File: src/rtl/instr_fetch_unit_pkg.sv
// Shared types and constants for the instruction fetch unit and its helpers.
package instr_fetch_unit_pkg;

  // Fetch FSM state encoding
  typedef enum logic [2:0] {
    ST_IDLE  = 3'd0,
    ST_REQ   = 3'd1,
    ST_VALID = 3'd2,
    ST_UPD   = 3'd3,
    ST_FAULT = 3'd4
  } fetch_state_t;

  // Sticky fault cause reported on fault_code
  localparam logic [1:0] FC_NONE     = 2'b00;
  localparam logic [1:0] FC_MISALIGN = 2'b01;
  localparam logic [1:0] FC_TIMEOUT  = 2'b10;

  // Default sequential PC increment in bytes
  localparam int unsigned PC_STEP_DEF = 4;

endpackage

File: src/rtl/instr_fetch_unit_next_pc.sv
// Next-PC selection: redirect target when a redirect is in effect,
// otherwise the sequential successor (wraps modulo 2^ADDR_W).
module next_pc_select
  import instr_fetch_unit_pkg::*;
#(
  parameter int unsigned ADDR_W  = 32,
  parameter int unsigned PC_STEP = PC_STEP_DEF
) (
  input  logic [ADDR_W-1:0] i_pc,
  input  logic              i_redirect,
  input  logic [ADDR_W-1:0] i_target,
  output logic [ADDR_W-1:0] o_next_pc
);

  // Pure mux; the adder carry-out is dropped so the PC wraps
  always_comb begin
    o_next_pc = i_redirect ? i_target : (i_pc + ADDR_W'(PC_STEP));
  end

endmodule

File: src/rtl/instr_fetch_unit.sv
// Instruction fetch stage: requests the word at pc from instruction memory,
// hands it to decode, then loads the next PC into the program counter.
module instr_fetch_unit
  import instr_fetch_unit_pkg::*;
#(
  parameter int unsigned ADDR_W  = 32,
  parameter int unsigned INSTR_W = 32,
  parameter int unsigned PC_STEP = PC_STEP_DEF,
  parameter int unsigned TIMEOUT = 255
) (
  input  logic               clk,
  input  logic               reset,
  input  logic               fetch_en,
  input  logic [ADDR_W-1:0]  pc,
  input  logic               redirect,
  input  logic [ADDR_W-1:0]  redirect_target,
  output logic               imem_req,
  output logic [ADDR_W-1:0]  imem_addr,
  input  logic               imem_ready,
  input  logic [INSTR_W-1:0] imem_rdata,
  output logic [INSTR_W-1:0] instr,
  output logic [ADDR_W-1:0]  instr_pc,
  output logic               instr_valid,
  input  logic               id_ready,
  output logic [ADDR_W-1:0]  PCin,
  output logic               updatePC,
  output logic               fault,
  output logic [1:0]         fault_code
);

  localparam int unsigned CNT_W = $clog2(TIMEOUT + 1);

  fetch_state_t       r_state;
  logic               r_imem_req;
  logic [ADDR_W-1:0]  r_imem_addr;
  logic [INSTR_W-1:0] r_instr;
  logic [ADDR_W-1:0]  r_instr_pc;
  logic               r_instr_valid;
  logic [ADDR_W-1:0]  r_pc_in;
  logic               r_update_pc;
  logic               r_fault;
  logic [1:0]         r_fault_code;
  logic               r_redir_pend;
  logic [ADDR_W-1:0]  r_redir_tgt;
  logic [CNT_W-1:0]   r_wait_cnt;

  logic               w_redir_eff;
  logic [ADDR_W-1:0]  w_redir_tgt;
  logic [ADDR_W-1:0]  w_next_pc;
  logic [CNT_W-1:0]   w_wait_inc;

  // A redirect arriving this cycle takes precedence over an older pending one
  always_comb begin
    w_redir_eff = redirect | r_redir_pend;
    w_redir_tgt = redirect ? redirect_target : r_redir_tgt;
    w_wait_inc  = r_wait_cnt + CNT_W'(1);
  end

  next_pc_select #(
    .ADDR_W  (ADDR_W),
    .PC_STEP (PC_STEP)
  ) u_next_pc (
    .i_pc       (pc),
    .i_redirect (w_redir_eff),
    .i_target   (w_redir_tgt),
    .o_next_pc  (w_next_pc)
  );

  // Fetch FSM with registered outputs
  // NOTE: every register here, including the instruction latch, is reset so
  // decode never sees stale data; all state updates use non-blocking '<='.
  always_ff @(posedge clk or negedge reset) begin
    if (!reset) begin
      r_state       <= ST_IDLE;
      r_imem_req    <= 1'b0;
      r_imem_addr   <= '0;
      r_instr       <= '0;
      r_instr_pc    <= '0;
      r_instr_valid <= 1'b0;
      r_pc_in       <= '0;
      r_update_pc   <= 1'b0;
      r_fault       <= 1'b0;
      r_fault_code  <= FC_NONE;
      r_redir_pend  <= 1'b0;
      r_redir_tgt   <= '0;
      r_wait_cnt    <= '0;
    end else begin
      case (r_state)
        ST_IDLE: begin
          if (redirect) begin
            r_pc_in     <= w_next_pc;
            r_update_pc <= 1'b1;
            r_state     <= ST_UPD;
          end else if (fetch_en) begin
            if (pc[1:0] != 2'b00) begin
              r_fault      <= 1'b1;
              r_fault_code <= FC_MISALIGN;
              r_state      <= ST_FAULT;
            end else begin
              r_imem_req  <= 1'b1;
              r_imem_addr <= pc;
              r_wait_cnt  <= '0;
              r_state     <= ST_REQ;
            end
          end
        end

        ST_REQ: begin
          if (redirect) begin
            r_redir_pend <= 1'b1;
            r_redir_tgt  <= redirect_target;
          end
          if (imem_ready) begin
            r_imem_req <= 1'b0;
            if (w_redir_eff) begin
              // Word belongs to the squashed path; drop it
              r_pc_in     <= w_next_pc;
              r_update_pc <= 1'b1;
              r_state     <= ST_UPD;
            end else begin
              r_instr       <= imem_rdata;
              r_instr_pc    <= r_imem_addr;
              r_instr_valid <= 1'b1;
              r_state       <= ST_VALID;
            end
          end else begin
            r_wait_cnt <= w_wait_inc;
            if (w_wait_inc == CNT_W'(TIMEOUT)) begin
              r_imem_req   <= 1'b0;
              r_fault      <= 1'b1;
              r_fault_code <= FC_TIMEOUT;
              r_state      <= ST_FAULT;
            end
          end
        end

        ST_VALID: begin
          if (redirect) begin
            r_redir_pend <= 1'b1;
            r_redir_tgt  <= redirect_target;
          end
          if (id_ready) begin
            r_instr_valid <= 1'b0;
            r_pc_in       <= w_next_pc;
            r_update_pc   <= 1'b1;
            r_state       <= ST_UPD;
          end
        end

        ST_UPD: begin
          r_redir_pend <= 1'b0;
          r_wait_cnt   <= '0;
          if (redirect) begin
            // Late redirect: one more UPD pass loads its target over ours
            r_pc_in     <= w_next_pc;
            r_update_pc <= 1'b1;
            r_state     <= ST_UPD;
          end else begin
            r_update_pc <= 1'b0;
            r_state     <= ST_IDLE;
          end
        end

        ST_FAULT: begin
          r_imem_req    <= 1'b0;
          r_instr_valid <= 1'b0;
          r_update_pc   <= 1'b0;
          r_fault       <= 1'b1;
        end

        default: begin
          r_state <= ST_IDLE;
        end
      endcase
    end
  end

  // Drive ports straight from the output registers
  always_comb begin
    imem_req    = r_imem_req;
    imem_addr   = r_imem_addr;
    instr       = r_instr;
    instr_pc    = r_instr_pc;
    instr_valid = r_instr_valid;
    PCin        = r_pc_in;
    updatePC    = r_update_pc;
    fault       = r_fault;
    fault_code  = r_fault_code;
  end

endmodule

File: config.mk
export PLATFORM = sky130hd
export DESIGN_NAME = instr_fetch_unit
export DESIGN_NICKNAME = d
export VERILOG_FILES = /design/src/rtl/instr_fetch_unit_pkg.sv /design/src/rtl/instr_fetch_unit_next_pc.sv /design/src/rtl/instr_fetch_unit.sv
export SDC_FILE = /design/constraint.sdc
export NUM_CORES = 1
export LEC_CHECK = 0
export BUFFER_PORTS_ARGS = -buffer_cell sky130_fd_sc_hd__buf_2
export CORE_MARGIN = 2
export CORE_UTILIZATION = 35
export DETAILED_ROUTE_END_ITERATION = 10
export GPL_ROUTABILITY_DRIVEN = 0
export GPL_TIMING_DRIVEN = 0
export PLACE_DENSITY = 0.63
export SLEW_MARGIN = 40
export SYNTH_ARGS = -nofsm -noshare
export SYNTH_HDL_FRONTEND = slang
export SYNTH_SLANG_ARGS = --single-unit
File: constraint.sdc
create_clock -name clk -period 2.3 [get_ports clk]
set_clock_uncertainty 0.2 [all_clocks]
set_input_delay 0.115 -clock clk [delete_from_list [all_inputs] [get_ports clk]]
set_output_delay 0.115 -clock clk [all_outputs]
set_load 0.02 [all_outputs]
==> metrics, run 1 <==
CP top delay family=simple AND/OR/NAND/NOR gates; Design Area, Final=0.0116 mm²; H-tree Lvls=4; Synth Area in XOR/XNOR=2.23%; final number of hold-violating endpoints=0; vias per cell=5.02; CTS Buffer Depth=2; Sink Count=178; reg-to-reg endpoint=instr[29]$_DFFE_PN0P_; multi-input logic area=0.00360 mm²; Worst EP required=2.41 ns; height of the die=157 µm; layout cells sized above 1=39.1%; Simple-Gate Fraction of Synth Area=11.9%; Root Driver=clkbuf_16; WL final=25500 µm; largest family of logic cells by synthesized area=multiplexers; WS Path Type=in2reg; dominant cell type by area after synthesis=dfrtp_1; Worst-Margin Slew=0.887 ns; reg-to-reg slack, setup=0.09 ns; RSZ-0062 raised after global routing=no; effective utilization at floorplan=35.4%; register area share after synthesis=54.1%; commonest non-fill, non-tap cell in the layout=buf_2; largest net degree at the start of global routing=73; syn_area_per_cell=11.2 µm²; fmax=0.450 GHz; crit path cell chain=dlygate4sd3_1, buf_2, nand2_1, or4_1, o31a_1, nor3_1, o21ai_0; Clk pin slew, worst setup/hold paths=0.07 ns; Arr. time, crit path=2.33 ns; Final setup viols=0; FP Rows=56; Critical Path Sink Type=flop; worst relative slew slack=40.3%; P_leak=0.00553 µW; Clock Latency Late Sink=0.43 ns; Final nets=1192; filler instances=2179; Worst path slowest cell=or4_1; DRT iter0 DRCs=439; CTS tree=built; Storage cell area=0.00446 mm²; Final ANT Viol Nets=0; peak supply drop=0.596 mV; number of global-route vias before repair=6946; flops & latches, synth=178; outcome=completed; Slew Limit Fails=0; Most used DFF post-synth=dfrtp_1; CP max FO=8; Max Cap Viol=0; wire per inst=18.0 µm; post-synthesis mux area share=17.8%; fin crit period=2.22 ns; die width=157 µm; post-synthesis compound-gate area fraction=10.6%; HPWL after DPL=18400 µm; crit-path max cell delay=0.69 ns; GRT Residual Overflow=0; I/O pin count=236; initial antenna violation count=0; via count=7122; first-pass GRT wire length=39100 µm; final worst-path cycle share=96.6%; Tot Pwr=14600 µW; number of flops mapped to enable cells by yosys=0; YS warnings=0; Mapped Area=0.00824 mm²; clock buffer count from CTS=17; Total GRT Usage=20.8%; full die area=0.0248 mm²; Total Neg Setup Slack=0 ns; Synth cell types=60; Post-Synthesis Cells=738; crit path launch type=primary input; syn_nets=843; Worst Path Buf+Inv=2; PD cells=1260 mW/mm²; IO buf count=228; Post-synth ARST share=100%; core area=0.0233 mm²; Placed Area=0.00985 mm²; TritonRoute pass-1 iters=5; top cell type's share of synthesized area=54.1%; DR DRC count=0; Worst R2R Start=r_state[0]$_DFFE_PN0P_; Area Overhead vs Synth=40.6%; Hold WC Path Type=in2async; Layout Cells excl Fill=1419; CP startpoint=pc[12]; R2R cell count=6; Synth area leaders=dfrtp_1, mux2_2, o21ai_0, nand2_1, mux2i_1; Placed Cells=1287; most frequent cells in the layout=buf_2, dfrtp_1, mux2_2, dlygate4sd3_1, nand2_1; Antenna diodes=0; Adder-Cell Fraction of Synth Area=0.456%
## report_power, final
group | leakage (µW) | internal [µW] | switching (µW) | total [µW]
registers | 0.00224 | 4440 | 750 | 5190
logic | 0.00298 | 2460 | 3740 | 6200
clock network | 0.000316 | 1770 | 1390 | 3170
## cells in the mapped netlist (all sizes together) (4+ instances only)
cell,count
a221oi,4
or4,4
nor4,9
a31oi,10
nor2b,4
inv,12
nor2,44
o31ai,6
mux2i,19
xor2,11
nor3,17
nand2,65
a21oi,37
and2,6
clkbuf,42
mux2,113
o21ai,52
xnor2,10
dfrtp,178
or3,4
nand4,14
nand3,18
buf,7
nand2b,4
o211ai,4
## final cells by class
type                            instances  area share (%)
Sequential cell                       178            38.5
Multi-Input combinational cell        499            31.1
Timing Repair Buffer                  334            19.3
Clock buffer                           17            3.67
Tap cell                              319            3.45
Clock inverter                         15            1.85
Buffer                                 45            1.80
Inverter                               12           0.389
## state kept, by name, summed over array words and instances, names as in the netlist, 2 cells and up
signal / count
instr: 32
r_state: 3
r_redir_tgt: 32
imem_addr: 32
instr_pc: 32
r_wait_cnt: 8
fault_code: 2
PCin: 32
## repair_timing
item | in CTS | in global routing
endpoints found under the hold margin | 308 | 0
hold buffers | 97 | 0
setup endpoints to repair | 144 | 132
pin swaps | 1 | 1
gates resized for setup | 17 | 27
cloned | 0 | 0
buffers inserted | 4 | 3
## worst max path at each step
stage / slack [ns] / cells after the start / end
2_1_floorplan: 0.20 / 6 / instr[0]$_DFFE_PN0P_
3_3_place_gp: -2.12 / 1 / instr[11]$_DFFE_PN0P_
3_5_place_dp: -0.57 / 6 / instr_pc[26]$_DFFE_PN0P_
4_1_cts: -0.11 / 6 / instr[0]$_DFFE_PN0P_
5_1_grt: 0.0006 / 5 / PCin[5]$_DFFE_PN0P_
6_report: 0.08 / 7 / PCin[26]$_DFFE_PN0P_
## stage by stage
stage / setup WS (ns) / util (%) / hold WS [ns]
final: 0.0784 / 49.8 / 0.00258
after global routing: 0.000620 / 49.8 / 0.0402
after CTS: -0.108 / 49.5 / 0.00919
after detailed placement: -0.573 / 42.4 / -0.125
after global placement: -2.12 / 42.0 / 0.137
after floorplan: 0.198 / - / -0.381
## cell families after synthesis
family / after synthesis
xor+xnor: 21
flops: 178
buf+inv: 61
compound gates: 144
simple gates: 199
fa+ha+maj: 3
mux: 132
## layer usage
metal	wire length [µm]	track usage, %
met1	11400	28.5
met2	12300	33.5
met3	1270	3.77
met4	494	6.23
met5	0	0
Note: power is estimated with default switching activity, not from simulation.
==> run 2, diff against run 1 <==
- PLACE_DENSITY: 0.63 -> not set
==> metrics, run 2 (synthesized netlist as in run 1, its figures left out) <==
CTS tree=built; switching power total=5850 µW; Seq pwr share=36.0%; most frequent cells in the layout=buf_2, dfrtp_1, mux2_2, dlygate4sd3_1, nand2_1; sw frac=40.6%; GRT Residual Overflow=0; Int Pwr=8540 µW; outcome=completed; P_leak=0.00550 µW; Total GRT Usage=21.3%; CP max FO=5; fin crit period=2.23 ns; crit-path max cell delay=0.57 ns; vias per cell=5.07; full die area=0.0248 mm²; TritonRoute pass-1 iters=5; effective utilization at floorplan=35.4%; Worst path slowest cell=or4_4; Final ANT Viol Nets=0; via count=7196; peak supply drop=0.549 mV; Sink Count=178; final number of hold-violating endpoints=0; Worst EP required=2.41 ns; core area=0.0233 mm²; FP Rows=56; Arr. time, crit path=2.35 ns; Comb pwr share=43.1%; WL final=25700 µm; Max Cap Viol=0; layout cells sized above 1=38.9%; H-tree Lvls=4; filler instances=2200; Worst-Margin Slew=0.759 ns; commonest non-fill, non-tap cell in the layout=buf_2; Clock Latency Late Sink=0.43 ns; IO buf count=228; RSZ-0062 raised after global routing=no; Final setup viols=0; number of global-route vias before repair=7143; Root Driver=clkbuf_16; fmax=0.448 GHz; CP top delay family=simple AND/OR/NAND/NOR gates; Slew Limit Fails=0; die width=157 µm; final worst-path cycle share=97.0%; WS Path Type=in2reg; height of the die=157 µm; Total Neg Setup Slack=0 ns; Critical Path Sink Type=flop; crit path cell chain=dlygate4sd3_1, buf_2, nand2_1, or4_4, or4_4, xor2_1, o211ai_2; HPWL after DPL=18300 µm; PD cells=1240 mW/mm²; Crit path top cell by count=or4_4; clock buffer count from CTS=17; Area Overhead vs Synth=40.3%; wire per inst=18.2 µm; hold_ws=0.0135 ns; DR DRC count=0; Antenna diodes=0; largest net degree at the start of global routing=68; Clock Power Share=21.0%; Clk pin slew, worst setup/hold paths=0.07 ns; Final nets=1191; worst relative slew slack=48.9%; I/O pin count=236; initial antenna violation count=0; first-pass GRT wire length=40200 µm; Worst Path Buf+Inv=2; Hold WC Path Type=in2reg; crit path launch type=primary input; DRT iter0 DRCs=558; CTS Buffer Depth=2
==> run 2: cell types whose count changed in the layout (fill, tap and decap cells not counted), sizes merged <==
cell and delta:
clkbuf +3, clkinvlp +3, bufinv -1, clkinv -2
buf -3, inv -1
==> run 2: worst paths after layout <==
path / start / endpoint / slack (ns) / cells past startpoint
min in group asynchronous: reset / fault_code[0]$_DFFE_PN0P_ / 0.04 / 3
worst min-delay path: pc[19] / imem_addr[19]$_DFFE_PN0P_ / 0.01 / 2
worst max register to register: r_state[0]$_DFFE_PN0P_ / instr[18]$_DFFE_PN0P_ / 0.11 / 6
max in group asynchronous: reset / instr_pc[18]$_DFFE_PN0P_ / 0.94 / 5
worst max-delay path: pc[12] / PCin[27]$_DFFE_PN0P_ / 0.07 / 7
worst min register to register: PCin[1]$_DFFE_PN0P_ / PCin[1]$_DFFE_PN0P_ / 0.28 / 2
==> run 2: routing by layer <==
layer	track usage [%]	wire [µm]
met3	4.71	1560
met2	34.4	12400
met5	0	0
met4	6.23	453
met1	28.8	11300
==> run 2: area by class of cell <==
cell class	count	area, µm²	share of cell area (%)
Sequential cell	178	4460	38.6
Multi-Input combinational cell	499	3600	31.2
Inverter	12	45.0	0.390
Clock inverter	14	168	1.45
Buffer	46	220	1.91
Tap cell	319	399	3.45
Clock buffer	18	429	3.71
Timing Repair Buffer	332	2230	19.3
==> run 2: worst register-to-register path, stage by stage, from the launching register on <==
cell	delay (ns)
dfrtp_1	0.34
buf_2	0.18
nor3b_4	0.31
nand3_1	0.22
clkbuf_4	0.28
buf_2	0.24
mux2_2	0.30
==> run 2: power groups by stage <==
stage,logic (µW),clock network [µW],registers [µW]
2_1_floorplan,2680,0,6290
3_3_place_gp,5860,0,5160
3_5_place_dp,5980,0,5200
4_1_cts,6200,3090,5160
5_1_grt,6740,3220,5340
6_report,6190,3020,5180
==> run 2: what timing repair did <==
| action | 4_1_cts | 5_1_grt |
|---|---|---|
| hold buffers | 97 | 0 |
| gates resized for setup | 22 | 21 |
| setup endpoints to repair | 131 | 119 |
| pin swaps | 0 | 1 |
| endpoints found under the hold margin | 247 | 0 |
| buffers inserted | 4 | 0 |
==> run 2: through the flow <==
step	setup slack [ns]	instance area (µm²)	cells	util [%]	power [µW]
2_1_floorplan	0.198	8240	738	-	8970
3_3_place_gp	-2.17	9780	1285	42.0	11000
3_5_place_dp	-0.644	9880	1288	42.5	11200
4_1_cts	0.0186	11500	1420	49.5	14500
5_1_grt	0.00874	11600	1418	49.7	15300
6_report	0.0689	11600	1418	49.7	14400
==> run 3, diff against run 2 <==
==> constraint.sdc (replaced) <==
create_clock -name clk -period 2.3 [get_ports clk]
set_clock_uncertainty 0.2 [all_clocks]
set_input_delay 0.23 -clock clk [delete_from_list [all_inputs] [get_ports clk]]
set_output_delay 0.23 -clock clk [all_outputs]
set_load 0.02 [all_outputs]
==> metrics, run 3 (synthesized netlist as in run 1, its figures left out) <==
DRT iter0 DRCs=526; effective utilization at floorplan=35.4%; number of global-route vias before repair=7106; Hold WC Path Type=in2reg; initial antenna violation count=0; Hold Crit Start=pc[2]; final number of hold-violating endpoints=0; hold depth=4; vias per cell=5.06; reg-to-reg slack, setup=0.10 ns; setup slack after layout=0.0360 ns; reg-to-reg endpoint=imem_addr[23]$_DFFE_PN0P_; H-tree Lvls=4; GRT Residual Overflow=0; I/O pin count=236; final worst-path cycle share=98.4%; CTS tree=built; WL final=25700 µm; full die area=0.0248 mm²; Worst R2R Start=r_state[2]$_DFFE_PN0P_; Placed Area=0.00988 mm²; WS Path Type=in2reg; Sink Count=178; DR DRC count=0; Final ANT Viol Nets=0; RSZ-0062 raised after global routing=no; commonest non-fill, non-tap cell in the layout=buf_2; Critical Path Sink Type=flop; peak supply drop=0.551 mV; Total Neg Setup Slack=0 ns; first-pass GRT wire length=40100 µm; Tot Pwr=14400 µW; HPWL after DPL=18300 µm; clock buffer count from CTS=17; Antenna diodes=0; Max Cap Viol=0; crit path launch type=primary input; Arr. time, crit path=2.38 ns; fin crit period=2.26 ns; PD cells=1250 mW/mm²; P_leak=0.00549 µW; core area=0.0233 mm²; Root Driver=clkbuf_16; Layout Cells excl Fill=1415; wire per inst=18.2 µm; CTS Buffer Depth=2; FP Rows=56; fmax=0.442 GHz; IO buf count=228; hold endpoint=PCin[2]$_DFFE_PN0P_; Final setup viols=0; Total GRT Usage=21.3%; Placed Cells=1288; Clock Latency Late Sink=0.43 ns; Clk pin slew, worst setup/hold paths=0.07 ns; worst relative slew slack=46.7%; Design Area, Final=0.0115 mm²; Final nets=1188; layout cells sized above 1=39.1%; largest net degree at the start of global routing=68; Slew Limit Fails=0; height of the die=157 µm; most frequent cells in the layout=buf_2, dfrtp_1, mux2_2, dlygate4sd3_1, nand2_1; via count=7161; worst slack, placed=-0.644 ns; CP max FO=6; R2R cell count=5; Area Overhead vs Synth=39.9%; die width=157 µm; Worst EP required=2.41 ns; outcome=completed; TritonRoute pass-1 iters=5; CP startpoint=pc[16]; Worst-Margin Slew=0.793 ns
==> run 3: worst max-delay path, cell delays in order <==
cell and delay (ns):
dlygate4sd3_1 0.54, buf_2 0.21, nand2_1 0.21, or3_4 0.46
or4_4 0.43, xor2_1 0.21, o211ai_2 0.09
==> run 3: worst max path at each step <==
stage / slack (ns) / cells after the start / end
floorplan: 0.17 / 6 / PCin[27]$_DFFE_PN0P_
global placement: -2.29 / 1 / instr[11]$_DFFE_PN0P_
detailed placement: -0.64 / 6 / instr[1]$_DFFE_PN0P_
CTS: 0.01 / 6 / PCin[18]$_DFFE_PN0P_
global route: 0.009 / 6 / r_redir_tgt[25]$_DFFE_PN0P_
finish: 0.04 / 7 / PCin[27]$_DFFE_PN0P_
==> run 3: layout make-up <==
type | instances | area [µm²]
fill | 2201 | 11700
sequential | 178 | 4460
multi-input combinational | 499 | 3600
timing repair buffer | 328 | 2190
clock buffer | 18 | 429
tap | 319 | 399
buffer | 47 | 225
clock inverter | 14 | 168
inverter | 12 | 45.0
==> run 3: what timing repair did <==
action	4_1_cts	5_1_grt
hold endpoints to repair	236	0
hold buffers	93	0
endpoints found under the setup margin	131	110
setup buffers	4	0
gates resized for setup	22	23
pin swaps	0	1
==> run 3: layer usage <==
| layer | wire length (µm) | global-route usage (%) |
|---|---|---|
| met3 | 1460 | 4.74 |
| met4 | 420 | 6.23 |
| met5 | 0 | 0 |
| met2 | 12400 | 34.2 |
| met1 | 11400 | 28.8 |
==> run 3: metrics by stage <==
stage               util, %  hold WS (ns)
finish                 49.5        0.0554
CTS                    49.3        0.0547
floorplan                 -        -0.266
detailed placement     42.5        0.0415
global placement       42.0         0.255
global route           49.5        0.0892
==> run 3: power by group <==
part | switching, µW | internal [µW] | total [µW] | leakage [µW]
clock network | 1370 | 1640 | 3010 | 0.000285
logic | 3740 | 2450 | 6200 | 0.00297
registers | 735 | 4440 | 5180 | 0.00224
